--- config.mk ---
export PLATFORM = sky130hd
export DESIGN_NAME = bird_game_ctrl_flat
export DESIGN_NICKNAME = d
export VERILOG_FILES = /design/src/rtl/bird_game_if.sv /design/src/rtl/bird_game_ctrl.sv /design/src/flat_wrapper.sv
export SDC_FILE = /design/constraint.sdc
export NUM_CORES = 1
export LEC_CHECK = 0
export ABC_AREA = 1
export CORE_MARGIN = 10
export CORE_UTILIZATION = 50
export DETAILED_ROUTE_END_ITERATION = 16
export PLACE_DENSITY_LB_ADDON = 0.05
export SETUP_SLACK_MARGIN = 0.5
export SKIP_CTS_REPAIR_TIMING = 1
export SLEW_MARGIN = 20
export SYNTH_ARGS = -nofsm -noshare
export SYNTH_HDL_FRONTEND = slang
export SYNTH_SLANG_ARGS = --single-unit
--- constraint.sdc ---
create_clock -name clk -period 1.4 [get_ports clk]
set_input_delay 0.35 -clock clk [delete_from_list [all_inputs] [get_ports clk]]
set_output_delay 0.35 -clock clk [all_outputs]
set_load 0.02 [all_outputs]
--- src/rtl/bird_game_if.sv ---
// rtl/bird_game_if.sv - key/collision inputs and game status outputs of the bird game sequencer
interface bird_game_if #(
  parameter int SCORE_W = 7
);
  logic               key;
  logic               collide;
  logic               pipe_pass;
  logic               enable;
  logic               up;
  logic               gameOver;
  logic               clear;
  logic [SCORE_W-1:0] score;
  logic [1:0]         state;

  modport master (
    output key, collide, pipe_pass,
    input  enable, up, gameOver, clear, score, state
  );

  modport slave (
    input  key, collide, pipe_pass,
    output enable, up, gameOver, clear, score, state
  );
endinterface

--- src/rtl/bird_game_ctrl.sv ---
// rtl/bird_game_ctrl.sv - game tick divider, flap request latch and IDLE/PLAY/DEAD sequencer
module bird_game_ctrl #(
  parameter int TICK_DIV  = 8,
  parameter int DEAD_HOLD = 4,
  parameter int SCORE_W   = 7
) (
  input logic       clk,
  input logic       reset,
  bird_game_if.slave bus
);
  localparam int CW = (TICK_DIV > 2) ? $clog2(TICK_DIV) : 1;
  localparam int DW = $clog2(DEAD_HOLD + 2);

  localparam logic [CW-1:0]      TICK_LAST = CW'(TICK_DIV - 1);
  localparam logic [CW-1:0]      CNT_ONE   = 1;
  localparam logic [DW-1:0]      DEAD_MAX  = DW'(DEAD_HOLD);
  localparam logic [DW-1:0]      DEAD_ONE  = 1;
  localparam logic [SCORE_W-1:0] SCORE_MAX = '1;
  localparam logic [SCORE_W-1:0] SCORE_ONE = 1;

  typedef enum logic [1:0] {
    IDLE = 2'b00,
    PLAY = 2'b01,
    DEAD = 2'b10
  } state_t;

  state_t             state;
  state_t             nextState;
  logic [CW-1:0]      tickCount;
  logic [DW-1:0]      deadTicks;
  logic               keyQ;
  logic               flapPending;
  logic               clearReg;
  logic [SCORE_W-1:0] scoreReg;

  logic kedge;
  logic tickWrap;
  logic restart;
  logic start;

  assign kedge    = bus.key & ~keyQ;
  assign tickWrap = (tickCount == TICK_LAST);
  assign start    = (state == IDLE) && kedge;
  assign restart  = (state == DEAD) && kedge && (deadTicks == DEAD_MAX);

  always_ff @(posedge clk or negedge reset) begin
    if (!reset) begin
      state <= IDLE;
    end else begin
      state <= nextState;
    end
  end

  always_comb begin
    nextState = IDLE;
    case (state)
      IDLE:    nextState = kedge ? PLAY : IDLE;
      PLAY:    nextState = bus.collide ? DEAD : PLAY;
      DEAD:    nextState = restart ? IDLE : DEAD;
      default: nextState = IDLE;
    endcase
  end

  always_comb begin
    bus.enable   = 1'b0;
    bus.up       = 1'b0;
    bus.gameOver = 1'b0;
    case (state)
      PLAY: begin
        bus.enable = tickWrap;
        bus.up     = flapPending;
      end
      DEAD:    bus.gameOver = 1'b1;
      default: ;
    endcase
  end

  assign bus.clear = clearReg;
  assign bus.score = scoreReg;
  assign bus.state = state;

  always_ff @(posedge clk or negedge reset) begin
    if (!reset) begin
      tickCount   <= '0;
      deadTicks   <= '0;
      keyQ        <= 1'b0;
      flapPending <= 1'b0;
      clearReg    <= 1'b0;
      scoreReg    <= '0;
    end else begin
      keyQ     <= bus.key;
      clearReg <= start || restart;

      // The divider free-runs through DEAD so the hold-off is measured in real ticks.
      if (state == IDLE || state == DEAD && restart || state != PLAY && state != DEAD) begin
        tickCount <= '0;
      end else begin
        tickCount <= tickWrap ? '0 : tickCount + CNT_ONE;
      end

      if (state != DEAD || restart) begin
        deadTicks <= '0;
      end else if (tickWrap && deadTicks != DEAD_MAX) begin
        deadTicks <= deadTicks + DEAD_ONE;
      end

      // A fresh press wins over the tick consuming the request, so it carries to the next tick.
      if (state == PLAY && !bus.collide) begin
        flapPending <= kedge | (flapPending & ~tickWrap);
      end else begin
        flapPending <= 1'b0;
      end

      if (start) begin
        scoreReg <= '0;
      end else if (state == PLAY && bus.pipe_pass && scoreReg != SCORE_MAX) begin
        scoreReg <= scoreReg + SCORE_ONE;
      end
    end
  end
endmodule
--- src/flat_wrapper.sv ---
// flat-port wrapper written by rule: the top's interface ports become plain ports
module bird_game_ctrl_flat 
#(
  parameter int TICK_DIV  = 8,
  parameter int DEAD_HOLD = 4,
  parameter int SCORE_W   = 7
)
  (clk, reset, bus_key, bus_collide, bus_pipe_pass, bus_enable, bus_up, bus_gameOver, bus_clear, bus_score, bus_state);
  bird_game_if #(.SCORE_W(SCORE_W)) bus_i ();
  input logic clk;
  input logic reset;
  input wire logic [$bits(bus_i.key)-1:0] bus_key;
  input wire logic [$bits(bus_i.collide)-1:0] bus_collide;
  input wire logic [$bits(bus_i.pipe_pass)-1:0] bus_pipe_pass;
  output wire logic [$bits(bus_i.enable)-1:0] bus_enable;
  output wire logic [$bits(bus_i.up)-1:0] bus_up;
  output wire logic [$bits(bus_i.gameOver)-1:0] bus_gameOver;
  output wire logic [$bits(bus_i.clear)-1:0] bus_clear;
  output wire logic [$bits(bus_i.score)-1:0] bus_score;
  output wire logic [$bits(bus_i.state)-1:0] bus_state;
  assign bus_i.key = bus_key;
  assign bus_i.collide = bus_collide;
  assign bus_i.pipe_pass = bus_pipe_pass;
  assign bus_enable = bus_i.enable;
  assign bus_up = bus_i.up;
  assign bus_gameOver = bus_i.gameOver;
  assign bus_clear = bus_i.clear;
  assign bus_score = bus_i.score;
  assign bus_state = bus_i.state;
  bird_game_ctrl #(.TICK_DIV(TICK_DIV), .DEAD_HOLD(DEAD_HOLD), .SCORE_W(SCORE_W)) u_core (.clk(clk), .reset(reset), .bus(bus_i));
endmodule
==> parameters.txt, run 1 <==
Parameter                              Value

Run status
  Status ... complete, but fails checks
  Violated checks ... setup timing

Synthesis
  Number of synthesized flops with an enable pin ... 0
  Post-Synth Adder-Cell Area ... 11.4%
  Simple-gate share of the synthesized area ... 25.5%
  Share of synthesized flip-flops with an asynchronous set or reset ... 100%
  Cell taking the most area after synthesis ... dfrtp_1
  Post-synthesis instance area ... 991 um2
  Area share of the largest cell type after synthesis ... a little under half
  Post-synthesis instance total ... 118
  Ys flop type ... dfrtp_1
  Most repeated cell in the gate-level netlist after synthesis ... nand2_1
  Most numerous cell types in the synthesized netlist ... nand2_1 (25), inv_1 (23), dfrtp_1 (18)
  Sequential share of the synthesized area ... 45.5%
  Yosys reg bits ... 18
  Yosys warning total ... 0
  Syn Area/Cell ... 8.40 um2
  Compound-cell area share of the yosys netlist ... under 10%
  Synth Net Count ... 132
  Fraction of synthesized area in multiplexers ... 0%
  Share of the synthesized netlist area taken by xor and xnor gates ... 1.77%
  Biggest area contributors in the synthesized netlist ... dfrtp_1 (45%), ha_1 (11%), nand2_1 (9.5%)
  Largest family of logic cells by synthesized area ... simple AND/OR/NAND/NOR gates
  Number of library cell types mapped by synthesis ... 17

Setup path
  Critical path's top delay family ... flip-flops
  Path length in cells of the critical path ... 5
  CP endpoint kind ... output port
  Reg2Reg Capture Point ... u_core.deadTicks[0]
  Cell with the largest stage delay on the worst path ... dfrtp_1
  Reg2Reg Setup Slack ... -50 ps
  Crit Path Class ... reg2out
  Beginning of the worst register-to-register path ... u_core.tickCount[0]
  CP bufs+invs ... 2
  Worst-path maximum fanout ... 2
  Worst EP required ... ~1100 ps
  Kind of start point of the critical path ... flip-flop
  Worst path cell trace ... ha_2 > ha_4 > nand2_2 > inv_2 > buf_6
  Data arrival time of the worst path ... 1280 ps
  Largest stage delay on the critical path ... 410 ps
  Depth of the worst register-to-register path ... 7

Layout
  # nets final ... 183
  Fraction of final layout cells sized beyond drive strength 1 ... 55.4%
  Area taken by flip-flops and latches ... 455 um2
  Relative area change from synthesis to final layout ... 72.7%
  Total inserted antenna cells ... 0
  Multi-input gate area in the final layout ... between 600 and 700 um2
  Number of fill cells in the layout ... 89

STA
  Transition at the pin with the smallest max-transition slack ... roughly 290 ps
  Final critical delay including setup and external delays ... 1630 ps
  Maximum frequency from static timing analysis ... 614 MHz
  Number of failing hold endpoints at the final stage ... 0
  Final setup skew ... around 5.0 ps
  Max-slew headroom ... 80.5%
  Final worst-path cycle share ... 116%
  RSZ-0062 raised after global routing ... yes
  Final number of setup-violating endpoints ... 6
  Smallest setup slack after layout ... -228 ps
  Number of pins with negative max-slew slack in the final report ... 0
  Worst Hold Margin ... ~400 ps

Flow run
  Max-Cap Viols ... 0

Power
  Leakage ... 0.804 nW
  Total internal power ... 1.31 mW
  Relative contribution of the clock network to total power ... 15.2%
  Relative contribution of sequential cells to total power ... 32.6%
  Total Power Consumption ... 2.14 mW
  Logic pwr share ... 52.2%
  Proportion of total power due to net switching ... roughly 39%
  Cell area power density ... 1250 mW/mm2
  Peak supply drop ... ~0.0012 V
  Net Sw Power ... between 800 and 900 uW

Floorplanning
  Core area ... 0.00192 mm2
  Area of the die ... 0.00416 mm2
  Overall die height ... 64.5 um
  Chip width ... 64.5 um
  Number of rows created at floorplan ... 16
  Top-Level Pins ... 18
  Effective utilization at floorplan ... 51.6%

Hold path
  Hold Path Class ... in2async

Drt
  Antenna-violating nets left ... 0
  Final Routed Wirelength ... ~3.2 mm
  Count of TritonRoute iterations in the first routing pass ... 4
  Vias per cell ... slightly above 5
  Vias ... 991
  Routed len/inst ... 16.4 um
  DRC violations left ... 0
  Initial detailed-routing violation count ... 45

Clock tree
  Total CTS buffers ... 3
  Clock sinks ... 18
  Source-to-sink clock delay at the later pin of the worst-skew pair ... 290 ps
  Root cell of the clock tree ... clkbuf_4
  Htree depth ... 1
  Clk pin slew, worst setup/hold paths ... 110 ps
  CTS tree ... yes
  Clk buf depth ... 2

GRT
  Number of global-route vias before repair ... 920
  Global-route wire length before repair ... 3.93 mm
  GR Overflow Total ... 0
  Initial antenna violation count ... 0
  Global-route usage over all layers ... 11.3%
  Maximum number of pins on one net before global-route repair ... 19

Place
  HPWL after detailed placement ... 1.78 mm
  Global placement routability congestion ... 0.806
  IO Port Bufs ... 17
-- metal layers --
| metal | track usage (%) | part of all wire (%) |
|---|---|---|
| met1 | 13.6 | 45 |
| met2 | 19.2 | 51 |
| met3 | 2.75 | 3.3 |
| met4 | 4.01 | 0.88 |
| met5 | 0 | 0 |
-- per-stage QoR --
stage | area [um2] | setup TNS [ps] | instances | worst slack [ps] | util [%]
finish | 1710 | -596 | 195 | -228 | 89.1
global route | 1710 | -847 | 195 | -266 | 89.1
CTS | 1430 | -4580 | 181 | -651 | 74.2
detailed placement | 1390 | -4830 | 177 | -308 | 72.3
global placement | 1390 | -4040 | 177 | -278 | 72.3
floorplan | 1080 | 0 | 118 | 188 | -
-- worst max-delay path by stage --
stage                              startpoint          to  slack (ps)
after floorplan           u_core.bus.state[1]  bus_enable         190
after global placement    u_core.tickCount[0]  bus_enable        -280
after detailed placement  u_core.tickCount[0]  bus_enable        -310
after CTS                 u_core.tickCount[0]  bus_enable        -650
after global routing      u_core.tickCount[0]  bus_enable        -270
final                     u_core.tickCount[0]  bus_enable        -230
-- sequential cells by signal, summed over array words and instances, names as in the netlist --
signal / flops
u_core.bus.state: 2
u_core.keyQ: 1
u_core.bus.clear: 1
u_core.bus.score: 7
u_core.deadTicks: 3
u_core.tickCount: 3
u_core.flapPending: 1
-- power groups by stage --
stage	clock network (mW)	registers [mW]	logic (mW)
2_1_floorplan	0	0.772	0.344
3_3_place_gp	0	0.679	0.779
3_5_place_dp	0	0.690	0.806
4_1_cts	0.335	0.679	0.817
5_1_grt	0.349	0.704	1.19
6_report	0.325	0.697	1.12
-- cell type report --
class	instances	area share (%)
multi-input combinational	77	38.9
sequential	18	26.6
timing repair buffer	46	25.4
inverter	23	5.04
clock buffer	4	2.12
tap	27	1.97
-- logic make-up after synthesis --
group | Yosys count
xor+xnor | 2
simple gates | 55
compound gates | 10
buf+inv | 24
fa+ha+maj | 9
flops | 18
-- cells in the final DEF (no fill, tap or decap), types with 5 or more instances in the layout --
cell	instances
buf_4	21
buf_6	21
dfrtp_1	14
ha_4	5
inv_1	17
inv_2	6
nand2_1	16
nand2_2	7
nand3_1	7
nand3_2	10
Note: power is estimated with default switching activity, not from simulation.
==> inputs of run 2 (changes only) <==
--- a/config.mk
+++ b/config.mk
@@ -5,9 +5,9 @@
 export SDC_FILE = /design/constraint.sdc
 export NUM_CORES = 1
 export LEC_CHECK = 0
-export ABC_AREA = 1
 export CORE_MARGIN = 10
-export CORE_UTILIZATION = 50
+export CORE_UTILIZATION = 49
+export CTS_CLUSTER_SIZE = 14
 export DETAILED_ROUTE_END_ITERATION = 16
 export PLACE_DENSITY_LB_ADDON = 0.05
 export SETUP_SLACK_MARGIN = 0.5
==> parameters.txt, run 2 <==
Parameter                              Value

Run status
  Status ... complete, but fails checks
  Violated checks ... setup timing

Setup path
  Reg2Reg Capture Point ... u_core.bus.score[5]
  Reg2Reg Setup Slack ... -210 ps (-160 ps)
  Worst path cell trace ... ha_2 > ha_4 > and2_4 > buf_6
  Crit Path Class ... reg2out
  Worst Setup EP ... bus_enable
  Data arrival time of the worst path ... 1290 ps (about the same)
  Worst EP required ... 1050 ps (about the same)
  Beginning of the worst register-to-register path ... u_core.bus.state[1]
  Crit path from ... u_core.tickCount[0]
  CP endpoint kind ... output port
  Kind of start point of the critical path ... flip-flop
  Cell with the largest stage delay on the worst path ... dfrtp_1
  Worst-path maximum fanout ... 2 (unchanged)
  Depth of the worst register-to-register path ... 6 (-1)
  Largest stage delay on the critical path ... 410 ps (about the same)

Power
  Total internal power ... 1.25 mW (-4.6%)
  Relative contribution of sequential cells to total power ... 33.8% (+1.2 points)
  Cell area power density ... 1270 mW/mm2 (+1.3%)
  Logic pwr share ... 52.8% (+0.6 points)
  Leakage ... 0.745 nW (-7.2%)
  Peak supply drop ... 0.00123 V (+1.5%)
  Proportion of total power due to net switching ... 37.3% (-1.5 points)
  Total Power Consumption ... 1.99 mW (-6.8%)
  Net Sw Power ... 744 uW (-10%)
  Relative contribution of the clock network to total power ... 13.4% (-1.8 points)

Synthesis
  Ys flop type ... dfrtp_1
  Syn Area/Cell ... 10.5 um2 (+25%)
  Yosys warning total ... 0 (unchanged)
  Most repeated cell in the gate-level netlist after synthesis ... dfrtp_1
  Largest family of logic cells by synthesized area ... simple AND/OR/NAND/NOR gates
  Area share of the largest cell type after synthesis ... 49.3% (+3.9 points)
  Post-Synth Adder-Cell Area ... 12.3% (+0.97 points)
  Cell taking the most area after synthesis ... dfrtp_1
  Post-synthesis instance area ... 913 um2 (-7.8%)
  Share of synthesized flip-flops with an asynchronous set or reset ... 100% (unchanged)
  Most numerous cell types in the synthesized netlist ... dfrtp_1 (18), nand2_1 (10), ha_1 (9)
  Compound-cell area share of the yosys netlist ... 11.0% (+4.3 points)
  Share of the synthesized netlist area taken by xor and xnor gates ... 1.92% (+0.15 points)
  Simple-gate share of the synthesized area ... 23.4% (-2.1 points)
  Biggest area contributors in the synthesized netlist ... dfrtp_1 (49%), ha_1 (12%), nand2_1 (4.1%)
  Sequential share of the synthesized area ... 49.3% (+3.9 points)
  Fraction of synthesized area in multiplexers ... 0% (unchanged)
  Synth Net Count ... 101 (-23%)
  Number of synthesized flops with an enable pin ... 0 (unchanged)
  Yosys reg bits ... 18 (unchanged)
  Post-synthesis instance total ... 87 (-26%)
  Number of library cell types mapped by synthesis ... 27 (+10)

Floorplanning
  Overall die height ... 63.2 um (-2.1%)
  Core area ... 0.00175 mm2 (-9.2%)
  Number of rows created at floorplan ... 15 (-1)
  Effective utilization at floorplan ... 52.3% (+0.77 points)
  Chip width ... 63.2 um (-2.1%)
  Area of the die ... 0.00399 mm2 (-4.1%)
  Top-Level Pins ... 18 (unchanged)

STA
  Number of pins with negative max-slew slack in the final report ... 0 (unchanged)
  Transition at the pin with the smallest max-transition slack ... 323 ps (+32.1 ps)
  Final critical delay including setup and external delays ... 1640 ps (+15.5 ps)
  Final setup skew ... 6.52 ps (+1.57 ps)
  Number of failing hold endpoints at the final stage ... 0 (unchanged)
  Max-slew headroom ... 78.3% (-2.3 points)
  Worst Hold Margin ... 217 ps (-180 ps)
  RSZ-0062 raised after global routing ... yes
  Setup TNS ... -1470 ps (-872 ps)
  Smallest setup slack after layout ... -243 ps (-15.5 ps)
  Final number of setup-violating endpoints ... 14 (+8)
  Maximum frequency from static timing analysis ... 608 MHz (-0.94%)
  Final worst-path cycle share ... 117% (+1.1 points)

GRT
  Initial antenna violation count ... 0 (unchanged)
  GR Overflow Total ... 0 (unchanged)
  Global-route usage over all layers ... 11.7% (+0.39 points)
  Global-route wire length before repair ... 3.86 mm (-1.8%)
  Number of global-route vias before repair ... 858 (-6.7%)
  Maximum number of pins on one net before global-route repair ... 19 (unchanged)

Layout
  Post-layout instance count excluding filler cells ... 162 (-17%)
  # nets final ... 152 (-17%)
  Fraction of final layout cells sized beyond drive strength 1 ... 60.6% (+5.2 points)
  Finished Cell Area ... 0.00157 mm2 (-8.0%)
  Number of fill cells in the layout ... 77 (-13%)
  Total inserted antenna cells ... 0 (unchanged)
  Relative area change from synthesis to final layout ... 72.3%
  Commonest non-fill, non-tap cell in the layout ... buf_4
  Max reg flops ... 7 (unchanged)
  Leading cell types in the layout, fill and taps excluded ... buf_4 (26), buf_6 (13), dfrtp_1 (13), nand2_1 (7)
  Finished Core Util ... 90.2% (+1.1 points)

Hold path
  Hold Path Class ... in2reg
  Hold path start ... bus_key

Clock tree
  Clk buf depth ... 2 (unchanged)
  Clk pin slew, worst setup/hold paths ... 100 ps (about the same)
  Htree depth ... 1 (unchanged)
  Total CTS buffers ... 3 (unchanged)
  CTS tree ... yes
  Source-to-sink clock delay at the later pin of the worst-skew pair ... 290 ps (about the same)
  Clock sinks ... 18 (unchanged)
  Root cell of the clock tree ... clkbuf_4

Drt
  Vias ... 854 (-14%)
  Vias per cell ... 5.27 (+3.7%)
  Count of TritonRoute iterations in the first routing pass ... 4 (unchanged)
  Initial detailed-routing violation count ... 19 (-58%)
  DRC violations left ... 0 (unchanged)
  Final Routed Wirelength ... 2.85 mm (-11%)
  Routed len/inst ... 17.6 um (+7.4%)
  Antenna-violating nets left ... 0 (unchanged)

Place
  Global placement routability congestion ... 0.865 (+7.4%)
  Post-Place Setup Slack ... -353 ps (-44.6 ps)
  HPWL after detailed placement ... 1.83 mm (+3.0%)
  Cell Count Post-Placement ... 151 (-15%)
  Total placed instance area ... 0.00135 mm2 (-2.7%)
  IO Port Bufs ... 17 (unchanged)

Flow run
  Max-Cap Viols ... 0 (unchanged)
run 2: cell count changes after synthesis, moves of 2 or more:
cell	before	now
o211ai_1	0	2
inv_1	23	5
or4_1	0	3
and2_1	0	3
nand3_1	17	5
nand2_1	25	10
nand3b_1	2	0
and2_2	0	2
run 2: logic make-up (layout without fill, tap and decap cells):
logic type,Yosys count,after routing
simple gates,39,39
flops,18,18
compound gates,14,14
fa+ha+maj,9,9
buf+inv,5,55
xor+xnor,2,2
run 2: layout make-up:
type / instances / area [um2] / area share (%)
multi-input combinational: 64 / 642 / 40.8
sequential: 18 / 457 / 29.0
timing repair buffer: 46 / 399 / 25.4
tap: 25 / 31.3 / 1.99
clock buffer: 4 / 26.3 / 1.67
inverter: 5 / 18.8 / 1.19
run 2: layer usage:
metal | track usage (%) | up-vias | part of all wire, %
met3 | 3.53 | 4 | 3.4
li1 | - | 405 | -
met5 | 0 | - | 0
met2 | 20.8 | 19 | 53
met4 | 4.64 | 0 | 1.5
met1 | 12.6 | 426 | 42
run 2: worst min path at each step:
stage               cells past startpoint                   to
global placement                        1  u_core.tickCount[0]
detailed placement                      1  u_core.tickCount[0]
finish                                  1          u_core.keyQ
floorplan                               0     u_core.bus.clear
CTS                                     2  u_core.bus.score[3]
global route                            1          u_core.keyQ
run 2: power by group through the flow:
| stage | clock network [mW] | registers (mW) | logic (mW) |
|---|---|---|---|
| after floorplan | 0 | 0.751 | 0.281 |
| after global placement | 0 | 0.667 | 0.764 |
| after detailed placement | 0 | 0.673 | 0.790 |
| after CTS | 0.276 | 0.662 | 0.796 |
| after global routing | 0.305 | 0.682 | 1.12 |
| final | 0.268 | 0.673 | 1.05 |
run 2: critical path: cells and delay by family, from the launching register on:
family | cells | cell delay [ps]
adder cells (fa/ha/maj) | 2 | 360
buffers and inverters | 1 | 120
flip-flops | 1 | 410
AND/OR/NAND/NOR | 1 | 130
==> RTL change (config.mk and constraints of run 2) <==
`TICK_DIV` is set to 8 in 2 places; all go to 4.
--- a/src/rtl/bird_game_ctrl.sv
+++ b/src/rtl/bird_game_ctrl.sv
@@ -1,5 +1,5 @@
 // rtl/bird_game_ctrl.sv - game tick divider, flap request latch and IDLE/PLAY/DEAD sequencer
 module bird_game_ctrl #(
-  parameter int TICK_DIV  = 8,
+  parameter int TICK_DIV  = 4,
   parameter int DEAD_HOLD = 4,
   parameter int SCORE_W   = 7
--- a/src/flat_wrapper.sv
+++ b/src/flat_wrapper.sv
@@ -2,5 +2,5 @@
 module bird_game_ctrl_flat 
 #(
-  parameter int TICK_DIV  = 8,
+  parameter int TICK_DIV  = 4,
   parameter int DEAD_HOLD = 4,
   parameter int SCORE_W   = 7
Behaviour: not the same (a bounded check fails within 10 cycles, from zero or initial values and one cycle with reset low).
==> RTL change against run 2 <==
- the flow still finishes with violations (negative setup slack)
- final area is 0.72% lower
- count of clock-buffer cells in the layout decreased by 1
- first-iteration DRC count increased by 16%
- worst setup slack better by 0.098 ns
- combinational power fell by 8%
- wire length down 4.7%
- register-to-register slack gained 0.15 ns
- power fell by 5.8%
- clock skew is 0.0064 ns higher
- core utilization decreased by 1.6 points
- area after synthesis increased by 2.3%
- via count up 1.4%
- sequential cell count is 1 lower
- largest cell class unchanged
- highest routed layer unchanged
==> RTL change: results (changes against run 2) <==
Outcome: finished with violations (unchanged)
Violated checks: negative setup slack (unchanged)
Leakage: 0.695 nW (was 0.745 nW)
Flip-flop count of the largest register, all copies and words added: 7 (unchanged)
M1 WL: 1110 um (was 1210 um)
Library cells used by synthesis: 33 (was 27)
Destination of the worst register-to-register timing path: u_core.bus.score[4] (was u_core.bus.score[5])
Biggest area contributors in the synthesized netlist: dfrtp_1, ha_1, and4b_1 (was dfrtp_1, ha_1, nand2_1)
Count of fill cells added during filler insertion: 87 (was 77)
Slack of the worst reg-to-reg path: -0.06 ns (was -0.21 ns)
Via-per-instance ratio: 5.45 (was 5.27)
Routability congestion estimate: 0.801 (was 0.865)
Arrival time of data at the critical path endpoint: 1.20 ns (was 1.29 ns)
Maximum root-to-sink buffer count: 2 (unchanged)
Sum of met2 wire segment lengths after detailed routing: 1430 um (was 1500 um)
Worst setup path end: bus_up (was bus_enable)
Post-detailed-placement half-perimeter wirelength: 1710 um (was 1830 um)
Number of global-route vias before repair: 834 (was 858)
Syn Nets: 101 (unchanged)
Setup Slack @ Placement: -0.278 ns (was -0.353 ns)
GR met3 Demand/Resource: 0.0300 (was 0.0353)
Area after DPL: 0.00136 sq mm (was 0.00135 sq mm)
Wirelength per Cell: 17.1 um (was 17.6 um)
Path depth of the worst reg2reg path: 6 (unchanged)
Final critical-path setup slack: -0.146 ns (was -0.243 ns)
Actual transition at the worst max-transition pin: 0.269 ns (was 0.323 ns)
CP max FO: 4 (was 2)
Share of layout cells above drive strength 1: 0.582 (was 0.606)
Yosys warning total: 0 (unchanged)
Path type of the worst min-delay path: input pin to asynchronous set/reset pin (was input pin to flip-flop)
Initial antenna violation count: 0 (unchanged)
Clock edge transition at the registers on the reported setup and hold paths: 0.11 ns
List of most frequent post-synthesis cells: dfrtp_1, ha_1, nand2_1 (was dfrtp_1, nand2_1, ha_1)
Iteration-0 DRC Markers: 22 (was 19)
Clk Latency, worst-skew pair: 0.29 ns (about the same)
Final setup violation count: 7 (was 14)
Worst path max stage delay: 0.42 ns
Pin count of the biggest net entering global routing: 18 (was 19)
Worst-case vdd ir drop: 0.963 mV (was 1.23 mV)
Critical path launch point: u_core.bus.state[1] (was u_core.tickCount[0])
NetSw: 0.000681 W (was 0.000744 W)
Setup skew after layout: 0.0129 ns (was 0.00652 ns)
Share of synthesized area occupied by flip-flops and latches: 0.455 (was 0.493)
Met1 GRT Util: 0.141 (was 0.126)
Critical R2R Launch: u_core.bus.state[0] (was u_core.bus.state[1])
Routed length on met3: 147 um (was 98 um)
Buffers added on ports: 17 (unchanged)
Met2 GRT Util: 0.192 (was 0.208)
Topmost layer with routed signal wires: met4 (unchanged)
Slowest-stage cell, CP: dfrtp_2 (was dfrtp_1)
First-pass GRT wire length: 3880 um (was 3860 um)
Total Routing Usage GR: 0.117 (about the same)
Number of nets in the layout: 148 (was 152)
-- RTL change: power groups by stage --
stage / logic, W / clock network, W / registers, W
after floorplan: 0.000344 / 0 / 0.000718
after global placement: 0.000759 / 0 / 0.000643
after detailed placement: 0.000780 / 0 / 0.000649
after CTS: 0.000783 / 0.000279 / 0.000639
after global routing: 0.00105 / 0.000300 / 0.000659
final: 0.000964 / 0.000267 / 0.000648
-- RTL change: worst min-delay path by stage --
stage	from	to	slack [ns]	cells after the start
CTS	reset	u_core.bus.score[6]	0.37	2
finish	reset	u_core.bus.score[5]	0.37	2
floorplan	reset	u_core.bus.clear	0.05	0
global placement	u_core.bus.score[6]	u_core.bus.score[6]	0.52	2
global route	reset	u_core.bus.score[6]	0.37	2
detailed placement	u_core.bus.score[6]	u_core.bus.score[6]	0.54	2
-- RTL change: kinds of logic after synthesis --
family,after synthesis,synth area share
fa+ha+maj,8,0.107
simple gates,37,0.248
buf+inv,8,0.0402
flops,17,0.455
compound gates,14,0.108
xor+xnor,1,0.00937
mux,3,0.0321
-- RTL change: cell type report --
cell class	instances	area, sq um	area share
clock buffers	3	22.5	0.0144
clock inverters	1	5.00	0.00320
inverters	7	28.8	0.0184
multi-input cells	63	648	0.415
flip-flops and latches	17	430	0.275
well taps	25	31.3	0.0200
repair buffers	43	397	0.254
-- RTL change: through the flow --
stage                     std cells  hold WS [ns]  TNS [ns]
after floorplan                  88        0.0544  -0.00711
after global placement          146         0.518     -2.02
after detailed placement        146         0.544     -2.35
after CTS                       150         0.373     -4.80
after global routing            159         0.373     -1.03
final                           159         0.372    -0.628
-- RTL change: worst max-delay path, delay by kind of cell, from the launching register on --
family	cells	cell delay [ns]
DFF	1	0.42
buffers and inverters	2	0.19
and+or+nand+nor	1	0.14
adders and majority gates	1	0.15
